### src/rtl/fp_round_pipe.sv
// Two-stage IEEE-754 rounding/packing pipe with valid/ready on both sides.
// Consumes the unrounded bundle from the FP arithmetic units and emits the final encoding and fflags.
package fp_pkg;
  typedef enum logic [1:0] {FP32 = 2'd0, FP16 = 2'd1, BF16 = 2'd2} fp_format_e;
  typedef enum logic [2:0] {RNE = 3'd0, RTZ = 3'd1, RDN = 3'd2, RUP = 3'd3, RMM = 3'd4} roundmode_e;

  function automatic int unsigned exp_bits(fp_format_e f);
    case (f)
      FP16:    return 5;
      default: return 8;
    endcase
  endfunction

  function automatic int unsigned man_bits(fp_format_e f);
    case (f)
      FP16:    return 10;
      BF16:    return 7;
      default: return 23;
    endcase
  endfunction

  function automatic int unsigned fp_width(fp_format_e f);
    return 1 + exp_bits(f) + man_bits(f);
  endfunction

  localparam int unsigned FLEN = fp_width(FP32);

  typedef struct packed {
    logic [FLEN-1:0] u_result;
    logic [1:0]      rs;
    logic            round_en;
    logic            invalid;
    logic [1:0]      exp_cout;
  } uround_res_t;
endpackage

module fp_round_pipe
  import fp_pkg::*;
#(
  parameter fp_format_e FP_FORMAT = FP32,
  localparam int unsigned FP_WIDTH   = fp_width(FP_FORMAT),
  localparam int unsigned EXP_WIDTH  = exp_bits(FP_FORMAT),
  localparam int unsigned MANT_WIDTH = man_bits(FP_FORMAT)
) (
  input  logic                clk_i,
  input  logic                reset_i,
  input  logic                valid_i,
  output logic                ready_o,
  input  uround_res_t         urnd_i,
  input  roundmode_e          rnd_i,
  output logic                valid_o,
  input  logic                ready_i,
  output logic [FP_WIDTH-1:0] result_o,
  output logic [4:0]          fflags_o
);
  localparam int unsigned EMW    = EXP_WIDTH + MANT_WIDTH;
  localparam int unsigned STAGES = 2;

  logic [STAGES:1]     vld_pipe;
  uround_res_t         s1_urnd;
  roundmode_e          s1_rnd;
  logic [FP_WIDTH-1:0] s2_result;
  logic [4:0]          s2_flags;
  logic                adv1, fire_in, fire_out;

  assign adv1     = vld_pipe[1] & (~vld_pipe[2] | ready_i);
  assign ready_o  = ~vld_pipe[1] | adv1;
  assign fire_in  = valid_i & ready_o;
  assign fire_out = vld_pipe[2] & ready_i;

  // Rounding datapath, purely combinational from S1
  logic [FP_WIDTH-1:0]  u, of_word, rnd_word;
  logic [EMW-1:0]       em;
  logic [EMW:0]         sum;
  logic [EXP_WIDTH-1:0] exp_pre, exp_rnd;
  logic                 sign, g, s, inexact, inc, of, uf, nx, to_inf;
  logic [4:0]           flags;

  assign u       = s1_urnd.u_result[FP_WIDTH-1:0];
  assign sign    = u[FP_WIDTH-1];
  assign em      = u[EMW-1:0];
  assign exp_pre = u[EMW-1:MANT_WIDTH];
  assign g       = s1_urnd.rs[1];
  assign s       = s1_urnd.rs[0];
  assign inexact = g | s;

  always_comb begin
    inc    = 1'b0;
    to_inf = 1'b1;
    case (s1_rnd)
      RNE:     inc = g & (s | em[0]);
      RTZ:     inc = 1'b0;
      RDN:     inc = sign & inexact;
      RUP:     inc = ~sign & inexact;
      RMM:     inc = g;
      default: inc = 1'b0;
    endcase
    if (!s1_urnd.round_en) inc = 1'b0;
    // Directed modes saturate to max finite when rounding away from the infinity's sign
    case (s1_rnd)
      RTZ:     to_inf = 1'b0;
      RDN:     to_inf = sign;
      RUP:     to_inf = ~sign;
      default: to_inf = 1'b1;
    endcase
    sum     = {1'b0, em} + {{EMW{1'b0}}, inc};
    exp_rnd = sum[EMW-1:MANT_WIDTH];
    of      = s1_urnd.round_en & ((|s1_urnd.exp_cout) | sum[EMW] | (&exp_rnd));
    uf      = s1_urnd.round_en & ~(|exp_pre) & inexact;
    nx      = (s1_urnd.round_en & inexact) | of;
    of_word = to_inf ? {sign, {EXP_WIDTH{1'b1}}, {MANT_WIDTH{1'b0}}}
                     : {sign, {(EXP_WIDTH-1){1'b1}}, 1'b0, {MANT_WIDTH{1'b1}}};
    if (!s1_urnd.round_en) rnd_word = u;
    else if (of)           rnd_word = of_word;
    else                   rnd_word = {sign, sum[EMW-1:0]};
    flags = {s1_urnd.invalid, 1'b0, of, uf, nx};
  end

  always_ff @(posedge clk_i or negedge reset_i) begin
    if (!reset_i) begin
      vld_pipe  <= '0;
      s1_urnd   <= '0;
      s1_rnd    <= RNE;
      s2_result <= '0;
      s2_flags  <= '0;
    end else begin
      if (fire_in) begin
        vld_pipe[1] <= 1'b1;
        s1_urnd     <= urnd_i;
        s1_rnd      <= rnd_i;
      end else if (adv1) begin
        vld_pipe[1] <= 1'b0;
      end
      if (adv1) begin
        vld_pipe[2] <= 1'b1;
        s2_result   <= rnd_word;
        s2_flags    <= flags;
      end else if (fire_out) begin
        vld_pipe[2] <= 1'b0;
      end
    end
  end

  assign valid_o  = vld_pipe[2];
  assign result_o = s2_result;
  assign fflags_o = s2_flags;
endmodule

### config.mk
export PLATFORM = sky130hd
export DESIGN_NAME = fp_round_pipe
export DESIGN_NICKNAME = d
export VERILOG_FILES = /design/src/rtl/fp_round_pipe.sv
export SDC_FILE = /design/constraint.sdc
export NUM_CORES = 1
export LEC_CHECK = 0
export ABC_AREA = 1
export BUFFER_PORTS_ARGS = -buffer_cell sky130_fd_sc_hd__buf_2
export CAP_MARGIN = 10
export CELL_PAD_IN_SITES_DETAIL_PLACEMENT = 0
export CELL_PAD_IN_SITES_GLOBAL_PLACEMENT = 1
export CORE_AREA = 2 2 128 99
export CTS_BUF_LIST = sky130_fd_sc_hd__clkbuf_16
export DETAILED_ROUTE_END_ITERATION = 10
export DIE_AREA = 0 0 130 101
export GPL_ROUTABILITY_DRIVEN = 0
export PLACE_DENSITY = 0.72
export SLEW_MARGIN = 20
export SYNTH_ARGS = -nofsm -noshare
export SYNTH_HDL_FRONTEND = slang
export SYNTH_SLANG_ARGS = --single-unit
export TNS_END_PERCENT = 100
### constraint.sdc
create_clock -name clk_i -period 5 [get_ports clk_i]
set_input_delay 0.75 -clock clk_i [delete_from_list [all_inputs] [get_ports clk_i]]
set_output_delay 0.75 -clock clk_i [all_outputs]
set_load 0.03 [all_outputs]
==> metrics.md <==
| Metric | Value |
|---|---|
| Status | `complete, no violations` |
| Lkg Pwr | `2.41 nW` |
| H-tree depth | `3` |
| Setup tns final | `0 ns` |
| Main combinational cell family by area after synthesis | `simple AND/OR/NAND/NOR gates` |
| Min Hold Slack | `0.458 ns` |
| CTS Buffer Depth | `2` |
| Avg Vias per Cell | `4.74` |
| Routed Antenna Nets | `0` |
| Final nets | `653` |
| Power Total | `2.41 mW` |
| Cts hold-fix bufs | `0` |
| Total CTS buffers | `9` |
| Final setup violation count | `0` |
| CP arrival | `3.78 ns` |
| Fmax | `284 MHz` |
| Fillers | `1238` |
| Vias | `3683` |
| N_diodes | `0` |
| I/O Buffers | `82` |
| First-pass DRT Iterations | `4` |
| Net switching power figure | `0.960 mW` |
| XOR/XNOR Fraction of Synth Area | `0.0336` |
| Setup Fix Bufs, Post-CTS | `0` |
| RSZ-0062 raised after global routing | `no` |
| Mapped Cells | `532` |
| PostCTS Resize Cnt | `0` |
| Simple-gate portion of the synthesized area | `0.310` |
| DRT iter0 DRCs | `176` |
| Crit Path Category | `reg -> reg` |
| Clock Sinks | `79` |
| CP Capture Type | `flop` |
| Fin crit share | `0.704` |
| Hold crit path type | `in -> async` |
| Fin cells | `777` |
| First-pass GRT wire length | `18200 um` |
| Max-cap violations | `0` |
| Global-route usage over all layers | `0.177` |
| Area grow syn2layout | `18.3%` |
| Worst vdd ir | `0.174 mV` |
| Relative slew slack | `0.326` |
| Finished Core Util | `0.438` |
| Clk slew on worst S/H paths | `0.06 ns` |
| CP Data Required Time | `5.26 ns` |
| Mux cell area share after synthesis | `0.0661` |
| Setup Skew | `0.00713 ns` |
| Part of the power in the clock network | `0.268` |
| R2R Setup Slk | `1.48 ns` |
| Syn avg cell area | `8.33 um^2` |
| Synthesized cell area | `0.00443 mm^2` |
| Initial Util | `0.370` |
| DRC | `0` |
| Clock Tree Root | `clkbuf_16` |
| Worst skew pair latency | `0.34 ns` |
| Worst-margin pin slew | `1.01 ns` |
| Place WS | `1.51 ns` |
| Grt ovf | `0` |
| Slew Limit Fails | `0` |
| Placed cell areas | `0.00494 mm^2` |
| Sw Share | `0.399` |
| Seq/Total Area, Yosys | `0.446` |
| Final Hold Fails | `0` |
| HPWL Detailed | `8190 um` |
| Startpoint Class | `flop` |
| Combinational Power Share | `0.346` |
| Flops & latches, synth | `79` |
| Final worst-path setup slack | `1.48 ns` |
| Wirelength per Cell | `14.1 um` |
| Die Ht | `101 um` |
| Worst r2r src | `s1_urnd[3]` |
| Post-synthesis compound-gate area fraction | `0.0749` |
| Rows | `35` |
| Synth warn | `0` |
| Power Density | `459 mW/mm^2` |
| Vias in the first global route | `3675` |
| DRT Wirelength | `11000 um` |
| Post-synth cell types | `31` |
| Fin crit period | `3.52 ns` |
| Reg2reg end | `result_o[22]` |
| Die area | `0.0131 mm^2` |
| Placeable Area | `0.0120 mm^2` |
| Syn Nets | `579` |
| Cells on worst reg2reg path | `19` |
| Share of cells above drive strength 1 | `0.324` |
| CP max FO | `41` |
| Fin area | `0.00524 mm^2` |
| TritonCTS clock tree | `built` |
| Num ports | `84` |
| Antenna violations before repair | `0` |
| Largest net degree at the start of global routing | `80` |
| Sequential share of power | `0.385` |
| Chip Width | `130 um` |
| Power Internal | `1.45 mW` |
| Placed cell count | `761` |
| Adder-Cell Fraction of Synth Area | `0.00565` |
[registers in the layout, summed over array words and instances (netlist names)]
name / flops
s1_urnd: 3
g: 1
s: 1
result_o: 32
u: 32
s1_rnd: 3
flags: 1
vld_pipe: 2
fflags_o: 4
[placed cells by master (no fill, tap or decap), drive strengths merged]
| cell type | n |
|---|---|
| o41ai | 1 |
| nand3 | 15 |
| ha | 2 |
| o22ai | 3 |
| o21ai | 19 |
| mux2 | 26 |
| a31oi | 1 |
| xor2 | 7 |
| clkinv | 6 |
| nor3 | 14 |
| nor2 | 136 |
| or2 | 1 |
| nand4 | 10 |
| dfrtp | 79 |
| xnor2 | 10 |
| inv | 40 |
| buf | 84 |
| a211oi | 1 |
| clkbuf | 9 |
| nand2 | 106 |
| conb | 1 |
| bufinv | 1 |
| a21oi | 39 |
[Yosys cell counts (all sizes together)]
master | n | area share
mux2 | 26 | 0.066
clkbuf | 13 | 0.011
nand4 | 10 | 0.014
a21oi | 39 | 0.044
nand2 | 106 | 0.10
o22ai | 3 | 0.0042
conb | 1 | 0.00085
a31oi | 1 | 0.0014
dfrtp | 79 | 0.45
or2 | 1 | 0.0014
buf | 8 | 0.018
o41ai | 1 | 0.0020
inv | 40 | 0.034
nor2 | 136 | 0.16
xor2 | 7 | 0.014
a211oi | 1 | 0.0017
ha | 2 | 0.0056
o21ai | 19 | 0.021
xnor2 | 10 | 0.020
nor3 | 14 | 0.016
nand3 | 15 | 0.020
[cell type report]
class | count | area (um^2) | share of cell area
inverter | 40 | 150 | 0.0287
clock inverter | 7 | 65.1 | 0.0124
timing repair buffer | 84 | 432 | 0.0824
tap | 166 | 208 | 0.0396
multi-input combinational | 392 | 2180 | 0.417
sequential | 79 | 1980 | 0.377
clock buffer | 9 | 225 | 0.0430
[worst max path at each step]
| stage | startpoint | endpoint | depth (start not counted) |
|---|---|---|---|
| final | s1_urnd[3] | result_o[22] | 19 |
| after global routing | s1_urnd[3] | result_o[22] | 19 |
| after CTS | s1_urnd[3] | result_o[22] | 19 |
| after detailed placement | s1_urnd[3] | result_o[22] | 19 |
| after global placement | s1_urnd[3] | result_o[0] | 19 |
| after floorplan | u[31] | result_o[20] | 21 |
[logic make-up (layout without fill, tap and decap cells)]
kind of cell | Yosys count | in the layout
compound gates | 64 | 64
simple gates | 282 | 282
other cells | 1 | 1
buf+inv | 61 | 140
fa+ha+maj | 2 | 2
mux | 26 | 26
xor+xnor | 17 | 17
flops | 79 | 79
[metal layers]
layer  routed length, um  vias up  track usage
met3                 496       11       0.0387
met4                 127        0       0.0505
met5                   0        -            0
met1                5780     1738        0.267
met2                4590       83        0.255
li1                    -     1851            -
[worst max-delay path: stages (launching register included)]
cell and delay, ns:
dfrtp_1 0.32, buf_4 0.36, inv_1 0.35, nor2_1 0.19, ha_1 0.17, ha_1 0.16, inv_1 0.07, nor2_4 0.14
nand2_1 0.08, nor2_1 0.20, nand3_1 0.10, nand2_1 0.10, nand2_1 0.08, nor2_2 0.12, nand2_4 0.08, nand2_4 0.28
nand3_4 0.11, nand2_4 0.30, nor2_1 0.10, nor2_1 0.10
[power by group through the flow]
| stage | clock (mW) | combinational, mW | sequential [mW] |
|---|---|---|---|
| 6_report | 0.645 | 0.833 | 0.927 |
| 5_1_grt | 0.687 | 0.921 | 0.949 |
| 4_1_cts | 0.660 | 0.842 | 0.928 |
| 3_5_place_dp | 0 | 0.840 | 0.938 |
| 3_3_place_gp | 0 | 0.828 | 0.936 |
| 2_1_floorplan | 0 | 0.414 | 1.12 |
No activity file was read; power rests on OpenSTA's default activity.
